## config.mk

```make
export PLATFORM = sky130hd
export DESIGN_NAME = keccak_sponge_ctrl
export DESIGN_NICKNAME = d
export VERILOG_FILES = /design/src/rtl/keccak_sponge_pkg.sv /design/src/rtl/keccak_sponge_ctrl.sv
export SDC_FILE = /design/constraint.sdc
export NUM_CORES = 1
export LEC_CHECK = 0
export BUFFER_PORTS_ARGS = -buffer_cell sky130_fd_sc_hd__buf_2
export CAP_MARGIN = 20
export CORE_AREA = 2 2 113 115
export DETAILED_ROUTE_END_ITERATION = 16
export DIE_AREA = 0 0 115 117
export GPL_ROUTABILITY_DRIVEN = 0
export MAX_ROUTING_LAYER = met4
export PLACE_DENSITY = 0.54
export SYNTH_ARGS = -nofsm -noshare
export SYNTH_HDL_FRONTEND = slang
export SYNTH_SLANG_ARGS = --single-unit
```

## constraint.sdc

```tcl
create_clock -name clk_i -period 2.06 [get_ports clk_i]
set_input_delay 0.206 -clock clk_i [delete_from_list [all_inputs] [get_ports clk_i]]
set_output_delay 0.206 -clock clk_i [all_outputs]
set_load 0.01 [all_outputs]
```

## src/rtl/keccak_sponge_pkg.sv

```systemverilog
// keccak_sponge_pkg
//   Shared definitions for the Keccak sponge sequencer:
//   - FSM state encoding
//   - default domain-separation byte (SHAKE)
//   - lane-index width
//   - helpers for the pad lanes and the rate legality check
package keccak_sponge_pkg;

    // Five bits address all 25 lanes of the Keccak-f state.
    localparam int LIDX_W = 5;

    // SHAKE domain byte: the "1111" suffix followed by the first pad bit.
    localparam logic [7:0] DS_SHAKE = 8'h1F;

    typedef enum logic [2:0] {
        S_IDLE    = 3'd0,
        S_ABSORB  = 3'd1,
        S_PAD_DS  = 3'd2,
        S_PAD_END = 3'd3,
        S_PERM_A  = 3'd4,
        S_SQUEEZE = 3'd5,
        S_PERM_S  = 3'd6,
        S_DONE    = 3'd7
    } state_e;

    // The rate must leave at least one lane of capacity.
    function automatic bit rate_legal(input int rate);
        return (rate >= 1) && (rate <= 24);
    endfunction

endpackage

```

## src/rtl/keccak_sponge_ctrl.sv

```systemverilog
// keccak_sponge_ctrl
//   Lane-serial sponge sequencer in front of a Keccak permutation core.
//   It owns no state bits of the permutation; it only issues lane-indexed
//   XOR writes/reads and sequences the core through its reset/Ready handshake.
//
// Ports
//   clk_i, rst_ni          clock, asynchronous active-low reset
//   start_i                begin a new hash (honoured in IDLE/DONE only)
//   start_empty_i          sampled with start: zero-length message
//   out_lanes_i            sampled with start: number of lanes to squeeze
//   in_valid_i/in_ready_o  message lane handshake, in_data_i, in_last_i
//   clear_state_o          one-cycle pulse: core zeroes its state
//   lane_xor_en_o          core XORs lane_xor_data_o into lane lane_idx_o
//   lane_idx_o             lane index for both XOR and read
//   lane_rd_data_i         core lane[lane_idx_o], combinational
//   perm_reset_o           registered active-high reset to the round controller
//   perm_ready_i           round controller Ready
//   out_valid_o/out_ready_i squeeze lane handshake, out_data_o, out_last_o
//   busy_o, done_o         status
module keccak_sponge_ctrl
    import keccak_sponge_pkg::*;
#(
    parameter int         W          = 64,
    parameter int         RATE_LANES = 21,
    parameter logic [7:0] DS         = DS_SHAKE,
    parameter int         LEN_W      = 16
) (
    input  logic              clk_i,
    input  logic              rst_ni,
    input  logic              start_i,
    input  logic              start_empty_i,
    input  logic [LEN_W-1:0]  out_lanes_i,
    input  logic              in_valid_i,
    output logic              in_ready_o,
    input  logic [W-1:0]      in_data_i,
    input  logic              in_last_i,
    output logic              clear_state_o,
    output logic              lane_xor_en_o,
    output logic [LIDX_W-1:0] lane_idx_o,
    output logic [W-1:0]      lane_xor_data_o,
    input  logic [W-1:0]      lane_rd_data_i,
    output logic              perm_reset_o,
    input  logic              perm_ready_i,
    output logic              out_valid_o,
    input  logic              out_ready_i,
    output logic [W-1:0]      out_data_o,
    output logic              out_last_o,
    output logic              busy_o,
    output logic              done_o
);

    if (!rate_legal(RATE_LANES) || (W < 8)) begin : g_bad_param
        $error("keccak_sponge_ctrl: RATE_LANES must be 1..24 and W at least 8");
    end

    localparam logic [LIDX_W-1:0] LAST_LANE   = LIDX_W'(RATE_LANES - 1);
    localparam logic [W-1:0]      PAD_DS_LANE = W'(DS);
    localparam logic [W-1:0]      PAD_MSB     = {1'b1, {(W-1){1'b0}}};

    state_e             state_q, state_d;
    logic [LIDX_W-1:0]  lane_cnt_q, lane_cnt_d;
    logic [LEN_W-1:0]   remaining_q, remaining_d;
    logic               pad_pending_q, pad_pending_d;  // message ended on a full block
    logic               final_q, final_d;              // pad block has been written
    logic               perm_reset_q, perm_reset_d;

    always_ff @(posedge clk_i or negedge rst_ni) begin
        if (!rst_ni) begin
            state_q       <= S_IDLE;
            lane_cnt_q    <= '0;
            remaining_q   <= '0;
            pad_pending_q <= 1'b0;
            final_q       <= 1'b0;
            perm_reset_q  <= 1'b1;
        end else begin
            state_q       <= state_d;
            lane_cnt_q    <= lane_cnt_d;
            remaining_q   <= remaining_d;
            pad_pending_q <= pad_pending_d;
            final_q       <= final_d;
            perm_reset_q  <= perm_reset_d;
        end
    end

    always_comb begin
        state_d         = state_q;
        lane_cnt_d      = lane_cnt_q;
        remaining_d     = remaining_q;
        pad_pending_d   = pad_pending_q;
        final_d         = final_q;
        perm_reset_d    = perm_reset_q;
        in_ready_o      = 1'b0;
        clear_state_o   = 1'b0;
        lane_xor_en_o   = 1'b0;
        lane_idx_o      = '0;
        lane_xor_data_o = '0;
        out_valid_o     = 1'b0;
        out_last_o      = 1'b0;

        unique case (state_q)
            S_IDLE, S_DONE: begin
                if (start_i) begin
                    clear_state_o = 1'b1;
                    remaining_d   = out_lanes_i;
                    lane_cnt_d    = '0;
                    pad_pending_d = 1'b0;
                    final_d       = 1'b0;
                    state_d       = start_empty_i ? S_PAD_DS : S_ABSORB;
                end
            end

            S_ABSORB: begin
                in_ready_o      = 1'b1;
                lane_idx_o      = lane_cnt_q;
                lane_xor_data_o = in_data_i;
                lane_xor_en_o   = in_valid_i;
                if (in_valid_i) begin
                    if (lane_cnt_q == LAST_LANE) begin
                        // Block full: permute first; a final lane here means
                        // the padding goes into a fresh block afterwards.
                        lane_cnt_d    = '0;
                        pad_pending_d = in_last_i;
                        state_d       = S_PERM_A;
                    end else begin
                        lane_cnt_d = lane_cnt_q + 1'b1;
                        if (in_last_i) state_d = S_PAD_DS;
                    end
                end
            end

            S_PAD_DS: begin
                lane_xor_en_o   = 1'b1;
                lane_idx_o      = lane_cnt_q;
                lane_xor_data_o = PAD_DS_LANE;
                state_d         = S_PAD_END;
            end

            // Separate cycle from PAD_DS, so if both land on the last lane
            // the core simply XORs twice and the bits combine.
            S_PAD_END: begin
                lane_xor_en_o   = 1'b1;
                lane_idx_o      = LAST_LANE;
                lane_xor_data_o = PAD_MSB;
                final_d         = 1'b1;
                state_d         = S_PERM_A;
            end

            S_PERM_A, S_PERM_S: begin
                // perm_reset_q is always high on entry; drop it one cycle
                // later and ignore Ready until the core has left reset.
                if (perm_reset_q) begin
                    perm_reset_d = 1'b0;
                end else if (perm_ready_i) begin
                    perm_reset_d = 1'b1;
                    lane_cnt_d   = '0;
                    if (state_q == S_PERM_S) begin
                        state_d = S_SQUEEZE;
                    end else if (pad_pending_q) begin
                        pad_pending_d = 1'b0;
                        state_d       = S_PAD_DS;
                    end else if (final_q) begin
                        state_d = S_SQUEEZE;
                    end else begin
                        state_d = S_ABSORB;
                    end
                end
            end

            S_SQUEEZE: begin
                if (remaining_q == '0) begin
                    state_d = S_DONE;
                end else begin
                    out_valid_o = 1'b1;
                    lane_idx_o  = lane_cnt_q;
                    out_last_o  = (remaining_q == LEN_W'(1));
                    if (out_ready_i) begin
                        remaining_d = remaining_q - 1'b1;
                        lane_cnt_d  = lane_cnt_q + 1'b1;
                        if (remaining_q == LEN_W'(1))  state_d = S_DONE;
                        else if (lane_cnt_q == LAST_LANE) state_d = S_PERM_S;
                    end
                end
            end

            default: state_d = S_IDLE;
        endcase
    end

    assign out_data_o   = out_valid_o ? lane_rd_data_i : '0;
    assign perm_reset_o = perm_reset_q;
    assign busy_o       = (state_q != S_IDLE) && (state_q != S_DONE);
    assign done_o       = (state_q == S_DONE);

endmodule
```

# --- Word level (Yosys, flattened, before mapping) ---
# Cells that the tools add are included.
op_classes:
  add_sub_neg: 2
  n_mul: 0
  div_mod_pow: 0
  magnitude_cmp: 0
  eq_ne: 21
  n_shift: 0
  muxes: 49
  bitwise_logic: 0
  n_reduce_logical: 17
ops:
  columns: ["cell", "n"]
  rows:
  - ["$pmux 64 s3", 1]
  - ["$mux 64", 1]
  - ["$mux 16", 3]
  - ["$mux 5", 8]
  - ["$mux 3", 13]
  - ["$pmux 16 s2", 1]
  - ["$reduce_and 7->1", 3]
  - ["$pmux 5 s4", 1]
  - ["$pmux 3 s6", 1]
  - ["$eq 16x1->1 const B", 1]
  - ["$logic_not 16->1", 1]
  - ["$ne 2x2->1 const B", 8]
  - ["$sub 16x1->16 const B", 1]
  - ["$mux 1", 15]
  - ["$pmux 5 s3", 1]
  - ["$eq 3x3->1 const B", 4]
  - ["$ne 3x3->1 const B", 3]
  - ["$reduce_or 2->1", 4]
  - ["$eq 3x2->1 const B", 2]
  - ["$reduce_bool 3->1", 2]
  - ["$add 5x1->5 const B", 1]
  - ["$eq 5x5->1 const B", 1]
  - ["$ne 4x4->1 const B", 1]
  - ["$pmux 1 s2", 2]
  - ["other kinds (9)", 10]
totals:
  reg_bits: 27
  latch_bits: 0
  ramBits: 0
  mem_bits_ro: 0
  inputBits: 152
  word_cells: 95
  memories: 0

# --- Logic depth before layout (Yosys ltp) ---
# Gate-level depths: netlist of run 1.
logic_depth:
  ltp_word: 6
  ltp_mapped: 8
  depth_no_buf: 7

# --- Worst setup path after synthesis of run 1 ---
# OpenSTA, ideal clock, no wires.
synth_path:
  kind: "reg-to-reg"
  start: "reg remaining_q[0]"
  end: "reg lane_cnt_q[3]"
  setup_ns: 0.124
  t_arrival_ns: 1.770
  required_time_ns: 1.936
  slack_ns: 0.167
  stages_incl_launch_ff: 8
  n_path_buf: 0
  synth_period_minus_slack_ns: 1.893
  path_cell_list: "dfrtp_1 inv_1 ha_1 nor4b_1 nand4_2 a32o_1 and3_1 a211o_1"
synth_via:
  elab_chain_cells: 3
synth_rtl:
  columns: ["element", "line", "source"]
  rows:
  - ["start, declared", "keccak_sponge_ctrl.sv:62", "logic [LEN_W-1:0] remaining_q, remaining_d;"]
  - ["start signal, assigned", "keccak_sponge_ctrl.sv:78", "remaining_q <= remaining_d;"]
  - ["$logic_not 16->1", "keccak_sponge_ctrl.sv:170", "if (remaining_q == '0) begin"]
  - ["$ne 2x2->1 (no line)", null, null]
  - ["$reduce_and 7->1 (no line)", null, null]
  - ["end signal, assigned", "keccak_sponge_ctrl.sv:77", "lane_cnt_q <= lane_cnt_d;"]
  - ["end, declared", "keccak_sponge_ctrl.sv:61", "logic [LIDX_W-1:0] lane_cnt_q, lane_cnt_d;"]
# Every way passes these cells.
# A chain may end at the register's enable or synchronous reset.

# --- Worst setup path in the final report of run 1 ---
layout_path:
  start: "reg remaining_q[4]"
  end: "out out_data_o[4]"
layout_via:
  elab_chain_cells: 4
layout_rtl:
  columns: ["element", "line", "source"]
  rows:
  - ["$logic_not 16->1", "keccak_sponge_ctrl.sv:170", null]
  - ["$mux 1", "keccak_sponge_ctrl.sv:170", null]
  - ["$mux 1", "keccak_sponge_ctrl.sv:100", "unique case (state_q)"]
  - ["$mux 64", "keccak_sponge_ctrl.sv:189", "assign out_data_o = out_valid_o ? lane_rd_data_i : '0;"]
  - ["end, declared", "keccak_sponge_ctrl.sv:46", "output logic [W-1:0] out_data_o,"]
# Every way passes these cells.

==> results of run 1 <==
[cells by family after synthesis]
| group | after synthesis | synth area share, % |
|---|---|---|
| xor gates and xnor gates | 1 | 0.296 |
| adders and majority gates | 7 | 2.79 |
| DFF | 27 | 22.9 |
| and+or+nand+nor | 225 | 46.0 |
| muxes | 2 | 0.720 |
| buffers and inverters | 49 | 7.16 |
| AOI/OAI and AO/OA | 98 | 20.2 |
[report_power, final]
group / total, uW / leakage (uW) / switching, uW / internal (uW)
Sequential: 1120 / 0.000330 / 346 / 772
Clock: 456 / 0.0000409 / 193 / 262
Combinational: 5140 / 0.00267 / 2640 / 2500
[worst max-delay path: stages (launching register included)]
cell	delay (ns)
dfrtp_2	0.44
nor4_4	0.26
buf_4	0.18
nand4_4	0.19
buf_12	0.23
and3_1	0.18
buf_2	0.14
[stage by stage]
stage               utilization (%)  power (uW)  instances  setup TNS [ns]
floorplan                         -        3670        409               0
global placement               38.6        5500        847               0
detailed placement             38.6        5550        847           -1.19
CTS                            39.9        6120        853          -0.476
global route                   43.2        7250        865           -6.19
finish                         43.2        6720        865          -0.537
[cell type report]
type                       instances  area, um2  share of cell area, %
clock buffer                       3       75.1                   1.41
clock inverter                     1       5.00                 0.0942
sequential                        27        681                   12.8
tap                              150        188                   3.53
timing repair buffer             341       2080                   39.1
inverter                          10       37.5                  0.706
multi-input combinational        333       2250                   42.4
[state kept, by name (all words and copies together), names as in the netlist]
signal         cells
remaining_q       16
lane_cnt_q         5
state_q            3
final_q            1
pad_pending_q      1
perm_reset_o       1
[placed cells by master (no fill, tap or decap), drive strengths merged, types with 5 or more instances in the layout]
cell type / count
and2: 58
clkbuf: 6
ha: 5
a22o: 5
nor2: 34
o21ai: 33
dfrtp: 26
nor3: 17
and3: 69
nand2: 16
inv: 10
a21oi: 32
buf: 337
[metal layers]
layer | track usage, % | wire length, um | vias up | part of all wire, %
met5 | - | 0 | - | 0
met4 | 2.01 | 78 | 0 | 0.53
met3 | 3.50 | 930 | 4 | 6.3
met2 | 25.6 | 6790 | 142 | 46
met1 | 29.3 | 7040 | 2073 | 47
li1 | - | - | 2082 | -
[path summary, 6_finish.rpt]
check / from / endpoint / slack (ns) / cells after the start
setup / recovery: remaining_q[4] / out_data_o[4] / -0.03 / 6
hold / removal: in_last_i / pad_pending_q / 0.19 / 3
setup reg to reg: remaining_q[4] / lane_cnt_q[3] / -0.03 / 7
hold reg to reg: perm_reset_o / perm_reset_o / 0.50 / 2
max in group asynchronous: rst_ni / remaining_q[12] / 1.06 / 2
min in group asynchronous: rst_ni / lane_cnt_q[1] / 0.52 / 2
[repair_timing]
action | in CTS | in global routing
cloned | 0 | 6
hold buffers | 1 | 0
gates resized for setup | 14 | 47
setup endpoints to repair | 70 | 85
endpoints found under the hold margin | 26 | 0
buffers inserted | 1 | 6
pin swaps | 5 | 9
==> metrics.md, run 1 <==
| Metric | Value |
|---|---|
| Top cells by count, synth | `and3_1, and2_1, a21oi_1` |
| Setup violators final | `36` |
| Critical path class | `reg2out` |
| Die ar. | `13500 um2` |
| Diodes inserted | `0` |
| Placed Area | `approximately 4800 um2` |
| Least-Margin Pin Slew | `between 0.6 and 0.7 ns` |
| Synth top area cells | `dfrtp_1, and3_1, and2_1` |
| Net Count, Synth | `~570` |
| Synth area leader | `dfrtp_1` |
| Drt total wl | `14800 um` |
| Clock latency on the worst-skew pair | `about 0.26 ns` |
| Most common cell in the netlist | `and3_1` |
| Layout cells sized above 1 | `a little under three fifths` |
| Failing checks | `negative setup slack` |
| CTS H-tree depth | `1` |
| Seq/Total Area, Yosys | `between 20 and 25%` |
| Via count | `about 4300` |
| Fin worst setup slack | `-0.0322 ns` |
| CTS tree | `done` |
| Core area | `approximately 12000 um2` |
| TritonCTS Sinks | `27` |
| Crit Path Max Fanout | `32` |
| Area delta synth->final | `79.8%` |
| Post-synth cell types | `60` |
| WL per Instance | `roughly 17 um` |
| Design area | `5320 um2` |
| Vias in the first global route | `approximately 3600` |
| Global-route wire length before repair | `19500 um` |
| Synth warnings | `0` |
| Syn Area/Cell | `slightly above 7 um2` |
| Max IR drop VDD | `around 0.59 mV` |
| Synth Flop Type | `dfrtp_1` |
| Filler cells | `~1300` |
| WP data arrival | `~1.9 ns` |
| Final Net Count | `between 800 and 900` |
| Total gr overflow | `0` |
| Port Buffers | `~290` |
| DRC Markers | `0` |
| DR iter-0 viols | `~360` |
| Setup Slack @ Placement | `-0.0368 ns` |
| Final Max Slew Viols | `0` |
| First-pass detailed-route iteration total | `5` |
| Worst slew margin | `a little under three fifths` |
| Total CTS buffers | `3` |
| Area share of the largest cell type after synthesis | `~22%` |
| Startpoint types | `flop` |
| Final period utilization | `102%` |
| Post-Syn Area | `between 2000 and 3000 um2` |
| Initial antenna violation count | `1` |
| Largest net degree at the start of global routing | `72` |
| Critical Path End Type | `primary output` |
| Vias per inst | `a little under 5` |
| FMAX | `between 400 and 500 MHz` |
| Clk slew on worst S/H paths | `0.07 ns` |
| Pwr dens | `about 1300 nW/um2` |
| Clock root cell | `clkbuf_16` |
| Post-synthesis instance total | `between 400 and 500` |
| Post-synth EDFFs | `0` |
| Remaining antenna violation count | `0` |
| Max Cap Violations | `0` |
| Num rows | `41` |
| Die Wd | `115 um` |
| Worst EP required | `roughly 1.9 ns` |
| Worst hold slack | `just under 0.2 ns` |
| Starting Density | `between 20% and 30%` |
| Yosys reg bits | `27` |
| Final hold violations | `0` |
| GRT Overall Usage | `between 10% and 20%` |
| I/O pin cnt | `~290` |
| LEAKAGE | `a little over 0.003 uW` |
| Post-DP HPWL | `11300 um` |
| CTS max path bufs | `2` |
| Die height | `117 um` |
| Max Clock Skew | `between 0.003 and 0.004 ns` |
| Final Critical Period | `about 2.1 ns` |
| Ys async rst share | `100%` |
| Status | `finished with violations` |
| RSZ-0062 raised after global routing | `true` |
| Worst min path class | `in2reg` |
No activity file was read; power rests on OpenSTA's default activity.
==> run 2, diff against run 1 <==
PLACE_DENSITY = 0.56   (was 0.54)
clock period = 1.8 ns   (was 2.06 ns; I/O delays follow)
==> metrics.md, run 2 (synthesis gave the netlist of run 1 again) <==
| Metric | Value |
|---|---|
| Clk slew on worst S/H paths | `0.08 ns (was 0.07 ns)` |
| Pwr Total | `10400 uW (was 6720 uW)` |
| Max Cap Violations | `0 (unchanged)` |
| Sequential share of power | `11.8% (was 16.7%)` |
| Area delta synth->final | `130% (was 79.8%)` |
| Layout cells sized above 1 | `71.9% (was 55.2%)` |
| Core area | `12300 um2 (unchanged)` |
| FMAX | `~470 MHz` |
| CTS max path bufs | `2 (unchanged)` |
| Sw Pwr | `4510 uW (was 3180 uW)` |
| WL per Instance | `18.9 um (was 17.2 um)` |
| Via count | `4744 (was 4301)` |
| Diodes inserted | `0 (unchanged)` |
| Largest net degree at the start of global routing | `54 (was 72)` |
| Die height | `117 um (unchanged)` |
| TNS Setup | `-28.66 ns (was -0.537 ns)` |
| Largest Register | `remaining_q (unchanged)` |
| DR iter-0 viols | `357 (was 362)` |
| Num rows | `41 (unchanged)` |
| Critical path class | `reg2out (unchanged)` |
| Die Wd | `115 um (unchanged)` |
| Final Net Count | `938 (was 873)` |
| Sw frac | `43.6% (was 47.3%)` |
| Setup violators final | `153 (was 36)` |
| Clock latency on the worst-skew pair | `0.27 ns (was 0.26 ns)` |
| Final Critical Period | `between 2 and 2.5 ns` |
| R2R Setup Slk | `-0.31 ns (was -0.03 ns)` |
| Vias per inst | `5.10 (was 4.97)` |
| Global-route wire length before repair | `22900 um (was 19500 um)` |
| Startpoint types | `flop (unchanged)` |
| Commonest non-fill, non-tap cell in the layout | `buf_2 (unchanged)` |
| Crit Path Max Fanout | `7 (was 32)` |
| Comb pwr share | `82.9% (was 76.6%)` |
| DRC Markers | `0 (unchanged)` |
| Remaining antenna violation count | `0 (unchanged)` |
| Port Buffers | `292 (unchanged)` |
| Biggest regs | `remaining_q x16, lane_cnt_q x5, state_q x3 (unchanged)` |
| First-pass detailed-route iteration total | `5 (unchanged)` |
| Critical Path End Type | `primary output (unchanged)` |
| Worst EP required | `1.62 ns (was 1.85 ns)` |
| Starting Density | `24.0% (unchanged)` |
| Vias in the first global route | `4215 (was 3610)` |
| Max Clock Skew | `0.00842 ns (was 0.00355 ns)` |
| Initial antenna violation count | `0 (was 1)` |
| Drt total wl | `17600 um (was 14800 um)` |
| Worst min path class | `in2reg (unchanged)` |
| Total gr overflow | `0 (unchanged)` |
| Max FFs per register | `16 (unchanged)` |
| Final period utilization | `119%` |
| Worst slew margin | `53.5% (was 55.1%)` |
| Failing checks | `negative setup slack (unchanged)` |
| Final hold violations | `0 (unchanged)` |
| Final Max Slew Viols | `0 (unchanged)` |
| TritonCTS Sinks | `27 (unchanged)` |
| GRT Overall Usage | `22.6% (was 18.8%)` |
| LEAKAGE | `0.00358 uW (was 0.00304 uW)` |
| Pwr dens | `1520 nW/um2 (was 1260 nW/um2)` |
| Clk pwr share | `5.3% (was 6.8%)` |
| CTS tree | `done (unchanged)` |
| Clock root cell | `clkbuf_16 (unchanged)` |
| I/O pin cnt | `293 (unchanged)` |
| Total CTS buffers | `3 (unchanged)` |
| RSZ-0062 raised after global routing | `true (unchanged)` |
| Max IR drop VDD | `0.671 mV (was 0.590 mV)` |
| Die ar. | `13500 um2 (unchanged)` |
| WP data arrival | `1.96 ns (was 1.89 ns)` |
| CTS H-tree depth | `1 (unchanged)` |
| Post-DP HPWL | `12500 um (was 11300 um)` |
| Most frequent cells in the layout | `buf_2, buf_6, buf_4 (was buf_2, and2_1, and3_1)` |
| P_int | `5850 uW (was 3540 uW)` |
| Fin worst setup slack | `-0.341 ns (was -0.0322 ns)` |
| Status | `finished with violations (unchanged)` |
| Least-Margin Pin Slew | `0.697 ns (was 0.674 ns)` |
-- run 2: path summary, 6_finish.rpt --
path	cells past startpoint	endpoint	startpoint
worst max-delay path	8	out_data_o[7]	remaining_q[0]
worst min-delay path	3	pad_pending_q	in_last_i
worst max register to register	9	lane_cnt_q[3]	remaining_q[0]
worst min register to register	2	perm_reset_o	perm_reset_o
max in group asynchronous	2	remaining_q[12]	rst_ni
min in group asynchronous	2	final_q	rst_ni
-- run 2: timing repair --
item,CTS,global route
setup buffers,22,23
endpoints found under the setup margin,152,159
resized for setup,141,173
hold buffers,1,0
endpoints found under the hold margin,26,0
pin swaps,38,79
cloned,8,7
-- run 2: power groups by stage --
stage	clock, uW	sequential, uW	combinational (uW)
finish	550	1220	8590
global route	572	1250	9170
CTS	557	1250	6970
detailed placement	0	1230	5440
global placement	0	1220	5350
floorplan	0	1130	3090
-- run 2: cell type report --
type / instances / area [um2]
clock inverter: 1 / 5.00
clock buffer: 3 / 75.1
timing repair buffer: 406 / 3160
tap: 150 / 188
sequential: 27 / 683
fill: 1087 / 5510
inverter: 10 / 37.5
multi-input combinational: 333 / 2650
-- run 2: routing by layer --
layer / GRT usage (%) / vias up / part of all wire (%)
met2: 38.1 / 234 / 52
met4: 7.39 / 0 / 3.1
met5: - / - / 0
met1: 28.6 / 2271 / 39
li1: - / 2211 / -
met3: 2.52 / 28 / 5.7
-- run 2: metrics by stage --
stage / util, % / cell area, um2 / worst slack, ns / std cells / hold WS [ns]
final: 55.2 / 6800 / -0.341 / 930 / 0.166
after global routing: 55.2 / 6800 / -0.412 / 930 / 0.181
after CTS: 47.8 / 5880 / -0.335 / 905 / 0.163
after detailed placement: 40.0 / 4920 / -0.243 / 870 / 0.253
after global placement: 40.0 / 4920 / -0.152 / 870 / 0.244
after floorplan: - / 2960 / -0.0117 / 409 / -0.116
-- run 2: critical path, stage by stage (launching register included) --
cell	delay, ns
dfrtp_1	0.39
inv_2	0.08
ha_4	0.14
nor4b_4	0.23
nand4_4	0.20
buf_6	0.19
clkbuf_16	0.15
and3_4	0.18
buf_6	0.12
